<file path="config.mk">
export PLATFORM = sky130hd
export DESIGN_NAME = dm_access_unit
export DESIGN_NICKNAME = d
export VERILOG_FILES = /design/src/rtl/dm_pkg.sv /design/src/rtl/dm_lane_merge.sv /design/src/rtl/dm_access_unit.sv
export SDC_FILE = /design/constraint.sdc
export NUM_CORES = 1
export LEC_CHECK = 0
export ABC_AREA = 1
export BUFFER_PORTS_ARGS = -buffer_cell sky130_fd_sc_hd__buf_4
export CAP_MARGIN = 10
export CORE_AREA = 4 4 160 123
export DETAILED_ROUTE_END_ITERATION = 8
export DIE_AREA = 0 0 164 127
export PLACE_DENSITY = 0.67
export SLEW_MARGIN = 0
export SYNTH_ARGS = -nofsm -noshare
export SYNTH_HDL_FRONTEND = slang
export SYNTH_SLANG_ARGS = --single-unit
</file>
<file path="constraint.sdc">
create_clock -name clk -period 3.3 [get_ports clk]
set_clock_uncertainty 0.05 [all_clocks]
set_input_delay 0.165 -clock clk [delete_from_list [all_inputs] [get_ports clk]]
set_output_delay 0.165 -clock clk [all_outputs]
set_load 0.005 [all_outputs]
</file>
<file path="src/rtl/dm_pkg.sv">
// Shared encodings for the data-memory access unit: op fields, sizes, FSM states.
package dm_pkg;

    localparam int DM_NMEM     = 256;
    localparam int OP_STORE    = 3;
    localparam int OP_UNSIGNED = 2;

    typedef enum logic [1:0] {
        SZ_BYTE = 2'b00,
        SZ_HALF = 2'b01,
        SZ_WORD = 2'b10,
        SZ_ILL  = 2'b11
    } dm_size_e;

    typedef enum logic [2:0] {
        ST_IDLE,
        ST_RD_REQ,
        ST_RD_DATA,
        ST_WR,
        ST_DONE
    } dm_state_e;

endpackage

</file>
<file path="src/rtl/dm_lane_merge.sv">
// Little-endian lane handling: merges store data into an old word and
// extracts/extends a load value from the same word.
module dm_lane_merge
    import dm_pkg::*;
(
    input  logic [31:0] old_word,
    input  logic [31:0] new_data,
    input  dm_size_e    size,
    input  logic [1:0]  offset,
    input  logic        is_unsigned,
    output logic [31:0] merged,
    output logic [31:0] load_val
);

    logic [7:0]  byte_sel;
    logic [15:0] half_sel;

    always_comb begin
        merged   = old_word;
        load_val = old_word;
        byte_sel = old_word[{offset, 3'b000} +: 8];
        half_sel = old_word[{offset[1], 4'b0000} +: 16];
        case (size)
            SZ_BYTE: begin
                merged[{offset, 3'b000} +: 8] = new_data[7:0];
                load_val = is_unsigned ? {24'h0, byte_sel} : {{24{byte_sel[7]}}, byte_sel};
            end
            SZ_HALF: begin
                merged[{offset[1], 4'b0000} +: 16] = new_data[15:0];
                load_val = is_unsigned ? {16'h0, half_sel} : {{16{half_sel[15]}}, half_sel};
            end
            default: begin
                merged   = new_data;
                load_val = old_word;
            end
        endcase
    end

endmodule

</file>
<file path="src/rtl/dm_access_unit.sv">
// MEM-stage initiator for the word-addressed data memory: byte/half/word
// loads and stores, sub-word stores done as read-modify-write.
module dm_access_unit
    import dm_pkg::*;
#(
    parameter int NMEM = DM_NMEM,
    parameter int AW   = 8
) (
    input  logic          clk,
    input  logic          rst_n,
    input  logic          req_valid,
    output logic          req_ready,
    input  logic [3:0]    req_op,
    input  logic [31:0]   req_addr,
    input  logic [31:0]   req_wdata,
    output logic          resp_valid,
    output logic [31:0]   resp_rdata,
    output logic          resp_err,
    output logic [AW-1:0] dm_addr,
    output logic          dm_ctrl_r,
    output logic          dm_ctrl_w,
    output logic [31:0]   dm_wdata,
    input  logic [31:0]   dm_rdata
);

    localparam logic [31:0] NMEM_W = 32'(NMEM);

    dm_state_e     state_q, state_d;
    logic          store_q, store_d;
    logic          uns_q, uns_d;
    dm_size_e      size_q, size_d;
    logic [1:0]    off_q, off_d;
    logic [31:0]   wdata_q, wdata_d;
    logic          resp_valid_q, resp_valid_d;
    logic          resp_err_q, resp_err_d;
    logic [31:0]   resp_rdata_q, resp_rdata_d;
    logic [AW-1:0] dm_addr_q, dm_addr_d;
    logic          dm_ctrl_r_q, dm_ctrl_r_d;
    logic          dm_ctrl_w_q, dm_ctrl_w_d;
    logic [31:0]   dm_wdata_q, dm_wdata_d;

    dm_size_e      req_size;
    logic          acc_err;
    logic [31:0]   merged_word;
    logic [31:0]   load_val;

    dm_lane_merge u_lane_merge (
        .old_word    (dm_rdata),
        .new_data    (wdata_q),
        .size        (size_q),
        .offset      (off_q),
        .is_unsigned (uns_q),
        .merged      (merged_word),
        .load_val    (load_val)
    );

    // The word-index bound also covers every address bit above the dm index.
    always_comb begin
        req_size = dm_size_e'(req_op[1:0]);
        acc_err  = (req_size == SZ_ILL)
                 | ((req_size == SZ_HALF) && req_addr[0])
                 | ((req_size == SZ_WORD) && (req_addr[1:0] != 2'b00))
                 | ({2'b00, req_addr[31:2]} >= NMEM_W);
    end

    always_comb begin
        state_d      = state_q;
        store_d      = store_q;
        uns_d        = uns_q;
        size_d       = size_q;
        off_d        = off_q;
        wdata_d      = wdata_q;
        resp_valid_d = 1'b0;
        resp_err_d   = 1'b0;
        resp_rdata_d = resp_rdata_q;
        dm_addr_d    = dm_addr_q;
        dm_ctrl_r_d  = 1'b0;
        dm_ctrl_w_d  = 1'b0;
        dm_wdata_d   = dm_wdata_q;
        case (state_q)
            ST_IDLE: begin
                if (req_valid) begin
                    store_d   = req_op[OP_STORE];
                    uns_d     = req_op[OP_UNSIGNED];
                    size_d    = req_size;
                    off_d     = req_addr[1:0];
                    wdata_d   = req_wdata;
                    dm_addr_d = req_addr[AW+1:2];
                    if (acc_err) begin
                        state_d      = ST_DONE;
                        resp_valid_d = 1'b1;
                        resp_err_d   = 1'b1;
                        resp_rdata_d = 32'h0;
                    end else if (req_op[OP_STORE] && (req_size == SZ_WORD)) begin
                        state_d     = ST_WR;
                        dm_ctrl_w_d = 1'b1;
                        dm_wdata_d  = req_wdata;
                    end else begin
                        state_d     = ST_RD_REQ;
                        dm_ctrl_r_d = 1'b1;
                    end
                end
            end
            ST_RD_REQ: state_d = ST_RD_DATA;
            ST_RD_DATA: begin
                if (store_q) begin
                    state_d     = ST_WR;
                    dm_ctrl_w_d = 1'b1;
                    dm_wdata_d  = merged_word;
                end else begin
                    state_d      = ST_DONE;
                    resp_valid_d = 1'b1;
                    resp_rdata_d = load_val;
                end
            end
            ST_WR: begin
                state_d      = ST_DONE;
                resp_valid_d = 1'b1;
                resp_rdata_d = 32'h0;
            end
            default: state_d = ST_IDLE;
        endcase
    end

    always_ff @(posedge clk or negedge rst_n) begin
        if (!rst_n) begin
            state_q      <= ST_IDLE;
            store_q      <= 1'b0;
            uns_q        <= 1'b0;
            size_q       <= SZ_BYTE;
            off_q        <= 2'b00;
            wdata_q      <= 32'h0;
            resp_valid_q <= 1'b0;
            resp_err_q   <= 1'b0;
            resp_rdata_q <= 32'h0;
            dm_addr_q    <= '0;
            dm_ctrl_r_q  <= 1'b0;
            dm_ctrl_w_q  <= 1'b0;
            dm_wdata_q   <= 32'h0;
        end else begin
            state_q      <= state_d;
            store_q      <= store_d;
            uns_q        <= uns_d;
            size_q       <= size_d;
            off_q        <= off_d;
            wdata_q      <= wdata_d;
            resp_valid_q <= resp_valid_d;
            resp_err_q   <= resp_err_d;
            resp_rdata_q <= resp_rdata_d;
            dm_addr_q    <= dm_addr_d;
            dm_ctrl_r_q  <= dm_ctrl_r_d;
            dm_ctrl_w_q  <= dm_ctrl_w_d;
            dm_wdata_q   <= dm_wdata_d;
        end
    end

    assign req_ready  = (state_q == ST_IDLE);
    assign resp_valid = resp_valid_q;
    assign resp_err   = resp_err_q;
    assign resp_rdata = resp_rdata_q;
    assign dm_addr    = dm_addr_q;
    assign dm_ctrl_r  = dm_ctrl_r_q;
    assign dm_ctrl_w  = dm_ctrl_w_q;
    assign dm_wdata   = dm_wdata_q;

endmodule

</file>
After elaboration in Yosys (flattened, before gate mapping)
Cells that the tools add are included.
{"block": "totals", "out_inout_bits": 77, "ff_bits": 117}
{"block": "classes", "n_shift": 6, "mux": 34, "order_cmp": 1, "reduce_logical": 11, "eq_ne": 13, "bitwise_logic": 3, "n_addsub": 2}
{"op": "$mux W32", "n": 9}
{"op": "$pmux W32 S2", "n": 3}
{"op": "$pmux W32 S3", "n": 1}
{"op": "$bwmux W32", "n": 2}
{"op": "$shift A16 B7 Y32 const A", "n": 1}
{"op": "$shift A8 B7 Y32 const A", "n": 1}
{"op": "$shiftx A16 B7 Y32", "n": 1}
{"op": "$shiftx A32 B6 Y16", "n": 1}
{"op": "$shiftx A32 B6 Y8", "n": 1}
{"op": "$shiftx A8 B7 Y32", "n": 1}
{"op": "$ge A30 B9 Y1 const B", "n": 1}
{"op": "$neg A5 Y7", "n": 2}
{"op": "$mux W1", "n": 12}
{"op": "$pmux W3 S4", "n": 1}
{"op": "$mux W3", "n": 3}
{"op": "$ne A2 B2 Y1 const B", "n": 4}
{"op": "$eq A3 B2 Y1 const B", "n": 2}
{"op": "$reduce_and A5 Y1", "n": 1}
{"op": "$eq A2 B1 Y1 const B", "n": 2}
{"op": "$eq A2 B2 Y1 const B", "n": 2}
{"op": "$ne A2 B1 Y1 const B", "n": 2}
{"op": "$reduce_and A4 Y1", "n": 1}
{"op": "$reduce_bool A2 Y1", "n": 2}
{"op": "$eq A3 B1 Y1 const B", "n": 1}
{"op": "9 further kinds", "n": 13}

Depth between registers and ports, before layout
Gate-level depths: netlist of the first run.
{"block": "depth", "word_depth": 8, "ltp_mapped": 12, "depth_no_buf": 11}

Modules after synthesis
A second synthesis of the first run with hierarchy kept.
{"block": "unflattened", "cells_unflattened": 976, "area_unflattened_um2": 7323.3}
{"mod": "dm_access_unit", "area_each_um2": 5418.9, "n_inst": 1, "cells_each": 568}
{"mod": "dm_lane_merge", "area_each_um2": 1904.3, "n_inst": 1, "cells_each": 408}

Worst setup path after synthesis of the first run
OpenSTA, ideal clock, no wires.
{"block": "synth_path", "path_kind": "flip-flop to flip-flop", "start": "reg off_q[1]", "end": "reg dm_wdata_q[0] (netlist: dm_wdata[0])", "path_slack_ns": 1.207, "synth_period_minus_slack_ns": 2.093, "t_arrival_ns": 1.978, "stages_incl_launch_ff": 13, "path_buffers": 1, "setup_ns": 0.065, "cell_sequence": "dfrtp_1 inv_1 clkbuf_1 ha_1 inv_1 nand2_1 o21ai_0 nand2_1 o21ai_0 nor2_1 nor2_1 nand2_1 nand2_1"}
{"block": "synth_via", "elab_chain_cells": 6}
{"item": "start, declared", "line_no": "dm_access_unit.sv:32", "rtl": "logic [1:0] off_q, off_d;"}
{"item": "start signal, assigned", "line_no": "dm_access_unit.sv:131", "rtl": "off_q <= 2'b00;"}
{"item": "start signal, assigned", "line_no": "dm_access_unit.sv:145", "rtl": "off_q <= off_d;"}
{"item": "$neg A5 Y7 (on tied branches)", "line_no": "dm_lane_merge.sv:29, dm_lane_merge.sv:25"}
{"item": "$shiftx A16 B7 Y32 (tied with other cells)", "line_no": "dm_lane_merge.sv:29", "rtl": "merged[{offset[1], 4'b0000} +: 16] = new_data[15:0];"}
{"item": "$bwmux W32 (on tied branches)", "line_no": "dm_lane_merge.sv:29, dm_lane_merge.sv:25"}
{"item": "$pmux W32 S2 (*)", "line_no": "dm_lane_merge.sv:23", "rtl": "case (size)"}
{"item": "$mux W32 (*)", "line_no": "dm_access_unit.sv:106", "rtl": "if (store_q) begin"}
{"item": "$pmux W32 S2 (*)", "line_no": "dm_access_unit.sv:80", "rtl": "case (state_q)"}
{"item": "end signal, assigned", "line_no": "dm_access_unit.sv:153", "rtl": "dm_wdata_q <= dm_wdata_d;"}
{"item": "end, declared", "line_no": "dm_access_unit.sv:40", "rtl": "logic [31:0] dm_wdata_q, dm_wdata_d;"}
Mark *: on every way between the ends. The rest lies on a longest branch, timed or not. The select of a mux whose other input is x is not followed.
A chain may end at the register's enable or synchronous reset.

Final worst setup path of the first run
{"block": "layout_path", "start": "reg off_q[1]", "end": "reg dm_wdata_q[4] (netlist: dm_wdata[4])"}
Same word-level chain as after synthesis.

==> impl_metrics.toml, run 1 <==
[grt]
grt_pass1_vias = 7118
antenna_found_initial = 0
grtUsageTotal_pct = 25.51
grt_pass1_wl_um = 41090
grt_max_degree = 65
gr-total-overflow = 0

[worst_hold_path]
min_from = "req_valid"
min_path_cells = 3
worst_hold_path.endpoint = "wdata_q[5]"
worstHoldPathType = "in -> reg"

[sta]
fin_crit_sh_pct = 75.40
relSlewSlack_pct = 43.52
setup_viol = 0
finalSetupTns_ns = 0
max_clock_freq_mhz = 401.9
min_period_ns = 2.488
final_max_slew_viol_count = 0
rsz0062_at_grt = "no"
tightest_slew_ns = 0.8472
hold_ws_ns = 0.009710
hold_viol = 0

[cts]
clk_path_buf_depth = 2
post-cts-setup-buffers = 0
cts_root_buf = "clkbuf_16"
cts_resized = 0
ctsHoldBuffers = 42
cts_tree = "done"
clk_pin_slew_ns = 0.05
htreeDepth = 4
numCtsBuffers = 17
clkSinkCount = 117
insertion_delay_ns = 0.42

[synthesis]
synthTopCellsByCount = "253 x nand2_1, 142 x nor2_1, 121 x o21ai_0"
synth-edff-count = 0
syn_inst = 996
yosysMostFrequentCell = "nand2_1"
syn_avg_cell_area_um2 = 7.174
ys_top_cells_by_area = "dfrtp_1 41%, nand2_1 13%, o21ai_0 8.5%"
yosys.cell_types.count = 31
synth_fp_nets = 1104
ys.flop_type = "dfrtp_1"
synth_seq_area_share_pct = 40.97
synth_top_area_share_pct = 40.97
synthArstFlopShare_pct = 100.0
synth_top_cell_by_area = "dfrtp_1"
syn_area_um2 = 7146
ys_warn_count = 0
ys_ff_latch = 117

[drt]
via_per_inst = 5.184
drtAntennaViolNets = 0
drt_wl_total_um = 26250
vias = 7548
dr.pass1.iters = 5
drc = 0
routedWlPerCell_um = 18.03
drt_iter0_markers = 818

[finish]
fin_cells = 1456
n_antenna_cell = 0
finalNetCount = 1305
design_area_um2 = 9658
drive_above_1_share_pct = 22.33
area_delta_synth_final_pct = 35.16

[worst_setup_path]
r2r_end = "dm_wdata[4]"
cp_data_required_time_ns = 3.59
worstRegToRegCells = 9
worstPathMaxFanout = 15
endpoint_kind = "flop"
startpoint_type = "flop"
timing.rr.start = "off_q[1]"
arrival_ns = 2.78
worstSetupPathType = "reg -> reg"
r2r_setup_slack_ns = 0.81

[floorplan]
die_area_um2 = 20830
dieHeight_um = 127
core_area_um2 = 18180
initial_core_util_pct = 39.29
rows = 43
pin_count = 180
die_x_um = 164

[power_and_ir_drop]
p_total_mw = 4.477
cellLeakagePower_nw = 4.844
irDropWorstVdd_mv = 0.2053
power.density_nw_per_um2 = 463.6

[place]
placedInstanceArea_um2 = 8636
dpl.hpwl_um = 18830
io_buffers = 179
dp.cells = 1383
place_congestion = 0.9451

[run]
maxCapViolCount = 0

[status]
outcome = "finished clean"
==> per-layer routing <==
metal / track usage, % / wire length (µm) / up-vias
met5: 0 / 0 / -
met4: 6.558 / 445 / 0
met3: 5.353 / 2186 / 33
met2: 37.11 / 11100 / 330
met1: 38.64 / 12510 / 3525
li1: - / - / 3660
==> kinds of logic (layout without fill, tap and decap cells) <==
kind of cell,count (synthesis),count (layout),synth area share [%]
compound gates,244,244,17.58
flops,117,117,40.97
simple gates,481,481,27.56
buf+inv,123,336,7.809
fa+ha+maj,5,5,0.8755
mux,26,26,5.200
==> cell type report <==
cell class	count	area [µm²]
clock buffers	23	478.0
clock inverters	8	123.9
fillers	1805	8527
inverters	66	247.7
multi-input cells	756	3660
flip-flops and latches	117	2928
well taps	247	309.0
repair buffers	239	1912
==> worst max path at each step <==
stage	startpoint	to	depth (start not counted)
2_1_floorplan	off_q[1]	dm_wdata[0]	12
3_3_place_gp	off_q[1]	dm_wdata[4]	9
3_5_place_dp	off_q[1]	dm_wdata[4]	9
4_1_cts	off_q[1]	dm_wdata[4]	9
5_1_grt	off_q[1]	dm_wdata[0]	11
6_report	off_q[1]	dm_wdata[4]	9
==> report_power, final <==
part	switching, mW	internal (mW)	total [mW]
Sequential	0.0892	1.53	1.62
Combinational	0.574	0.369	0.943
Clock	0.675	1.24	1.92
Total	1.34	3.14	4.48
==> per-stage QoR <==
stage / util [%] / worst slack, ns
final: 53.11 / 0.8118
after global routing: 53.11 / 0.6632
after CTS: 53.11 / 0.9234
after detailed placement: 47.49 / 0.9373
after global placement: 47.49 / 0.8955
after floorplan: - / 1.207
==> placed cells by master (no fill, tap or decap), types with 3 or more instances in the layout <==
cell and count:
a21oi_1 91, mux2_2 5, o21ai_0 121, nand2_1 253
inv_2 4, inv_1 62, o22ai_1 3, dfrtp_1 117
a31oi_1 7, ha_1 5, buf_4 196, dlygate4sd3_1 42
nand2_2 5, mux2_4 21, clkbuf_1 3, nand3_1 71
a211oi_1 3, o21ai_1 14, clkbuf_16 17, o211ai_1 3
bufinv_16 3, nor2_1 142, clkbuf_8 3
==> sequential cells by signal, summed over array words and instances (netlist names), 2 cells and up <==
name        flops
dm_addr         8
dm_wdata       32
off_q           2
resp_rdata     32
size_q          2
state_q         3
wdata_q        32
==> critical path, cell delays in order, from the launching register on <==
cell and delay [ns]:
dfrtp_1 0.37, inv_1 0.37, ha_1 0.41, inv_1 0.27, nand2_1 0.25, o21ai_0 0.21
nand2_1 0.08, nand3_1 0.13, o21ai_0 0.13, o21ai_1 0.14
Note: power is estimated with default switching activity, not from simulation.
==> run 2: changes to the inputs <==
PLACE_DENSITY = 0.7   (was 0.67)
clock period = 2.1 ns   (was 3.3 ns; I/O delays follow)
==> impl_metrics.toml, run 2 (synthesis gave the netlist of run 1 again) <==
[status]
outcome = "finished clean"

[worst_setup_path]
startpoint_type = "flop"
worstSetupPathType = "reg -> reg"
r2r_end = "dm_wdata[6]"
cp_data_required_time_ns = 2.34
arrival_ns = 2.20
crit_buf_inv = 2
cpPeakStageDelay_ns = 0.50
worstPathMaxFanout = 24
crit_chain = "nand2_4 > inv_2 > buf_4 > o21ai_0 > o21ai_1"
path_depth = 5
cpMaxStageDelayCell = "o21ai_0"
worstRegToRegCells = 5
timing.rr.start = "state_q[1]"
endpoint_kind = "flop"
crit_family = "compound AO/OA/AOI/OAI gates"
r2r_setup_slack_ns = 0.13

[sta]
tightest_slew_ns = 0.6175
setup_viol = 0
final_max_slew_viol_count = 0
hold_viol = 0
max_clock_freq_mhz = 508.8
relSlewSlack_pct = 58.40
finalSetupTns_ns = 0
hold_ws_ns = 0.03832
fin_crit_sh_pct = 93.59
min_period_ns = 1.965
finalWorstSetupSlack_ns = 0.1346

[finish]
final_cell_mix = "253 x nand2_1, 207 x buf_4, 142 x nor2_1"
seq_area_um2 = 2928
layout_commonest_cell = "nand2_1"
multi_input_area_um2 = 3675
n_antenna_cell = 0
design_area_um2 = 9933
drive_above_1_share_pct = 23.36
area_delta_synth_final_pct = 39.01
finalNetCount = 1329
final_core_util_pct = 54.62
fin_cells = 1480
fillCellCount = 1771

[drt]
dr.pass1.iters = 5
drtAntennaViolNets = 0
vias = 7544
drt_wl_total_um = 24580
drc = 0
drt_iter0_markers = 942
routedWlPerCell_um = 16.61
via_per_inst = 5.097

[place]
dp.cells = 1397
pre_cts_ws_ns = 0.1112
io_buffers = 179
place_congestion = 1.013
dpl.hpwl_um = 17910
placedInstanceArea_um2 = 8766

[grt]
grt_pass1_vias = 6885
gr-total-overflow = 0
grtUsageTotal_pct = 23.76
antenna_found_initial = 0
grt_pass1_wl_um = 38680
grt_max_degree = 118

[power_and_ir_drop]
p_total_mw = 7.197
cellLeakagePower_nw = 4.964
irDropWorstVdd_mv = 0.4649
power.density_nw_per_um2 = 724.5

[floorplan]
dieHeight_um = 127
core_area_um2 = 18180
pin_count = 180
initial_core_util_pct = 39.29
die_area_um2 = 20830
rows = 43
die_x_um = 164

[cts]
clkSinkCount = 117
clk_path_buf_depth = 2
clk_pin_slew_ns = 0.06
post-cts-setup-buffers = 0
cts_root_buf = "clkbuf_16"
insertion_delay_ns = 0.43
numCtsBuffers = 17
cts_tree = "done"
htreeDepth = 4

[worst_hold_path]
worstHoldPathType = "in -> reg"
min_from = "dm_rdata[14]"
worst_hold_path.endpoint = "resp_rdata[14]"
min_path_cells = 5

[run]
maxCapViolCount = 0
[run 2: how the worst max path moves through the flow]
stage                          start           end  slack, ns
after global placement     size_q[1]   dm_wdata[2]       0.12
after detailed placement   size_q[1]   dm_wdata[2]       0.11
after floorplan             off_q[1]   dm_wdata[0]      0.007
after global routing        off_q[0]  dm_wdata[11]    -0.0003
final                     state_q[1]   dm_wdata[6]       0.13
after CTS                  size_q[1]   dm_wdata[2]       0.10
[run 2: final cells by class]
type / instances / share of cell area, %
multi-input combinational: 756 / 36.99
tap: 247 / 3.111
sequential: 117 / 29.47
timing repair buffer: 263 / 21.60
clock inverter: 9 / 1.512
clock buffer: 22 / 4.774
inverter: 66 / 2.532
[run 2: metal layers]
metal / vias to the layer above / track usage, % / routed length (µm)
met2: 355 / 34.15 / 10360
met4: 0 / 4.290 / 191
met3: 11 / 5.482 / 2286
met1: 3468 / 36.77 / 11740
li1: 3710 / - / -
met5: - / 0 / 0
[run 2: repair_timing]
action                     in CTS  in global routing
setup endpoints to repair       0                 15
gates resized for setup         0                  7
hold buffers                   52                  0
hold endpoints to repair      189                  0
[run 2: worst reg2reg max path, cell delays in order (launching register included)]
cell,delay (ns)
dfrtp_1,0.48
nand2_4,0.18
inv_2,0.21
buf_4,0.26
o21ai_0,0.50
o21ai_1,0.15
[run 2: power by group]
group / internal [mW] / switching [mW]
clock: 2.07 / 1.05
sequential: 2.40 / 0.132
combinational: 0.644 / 0.900
total: 5.11 / 2.08
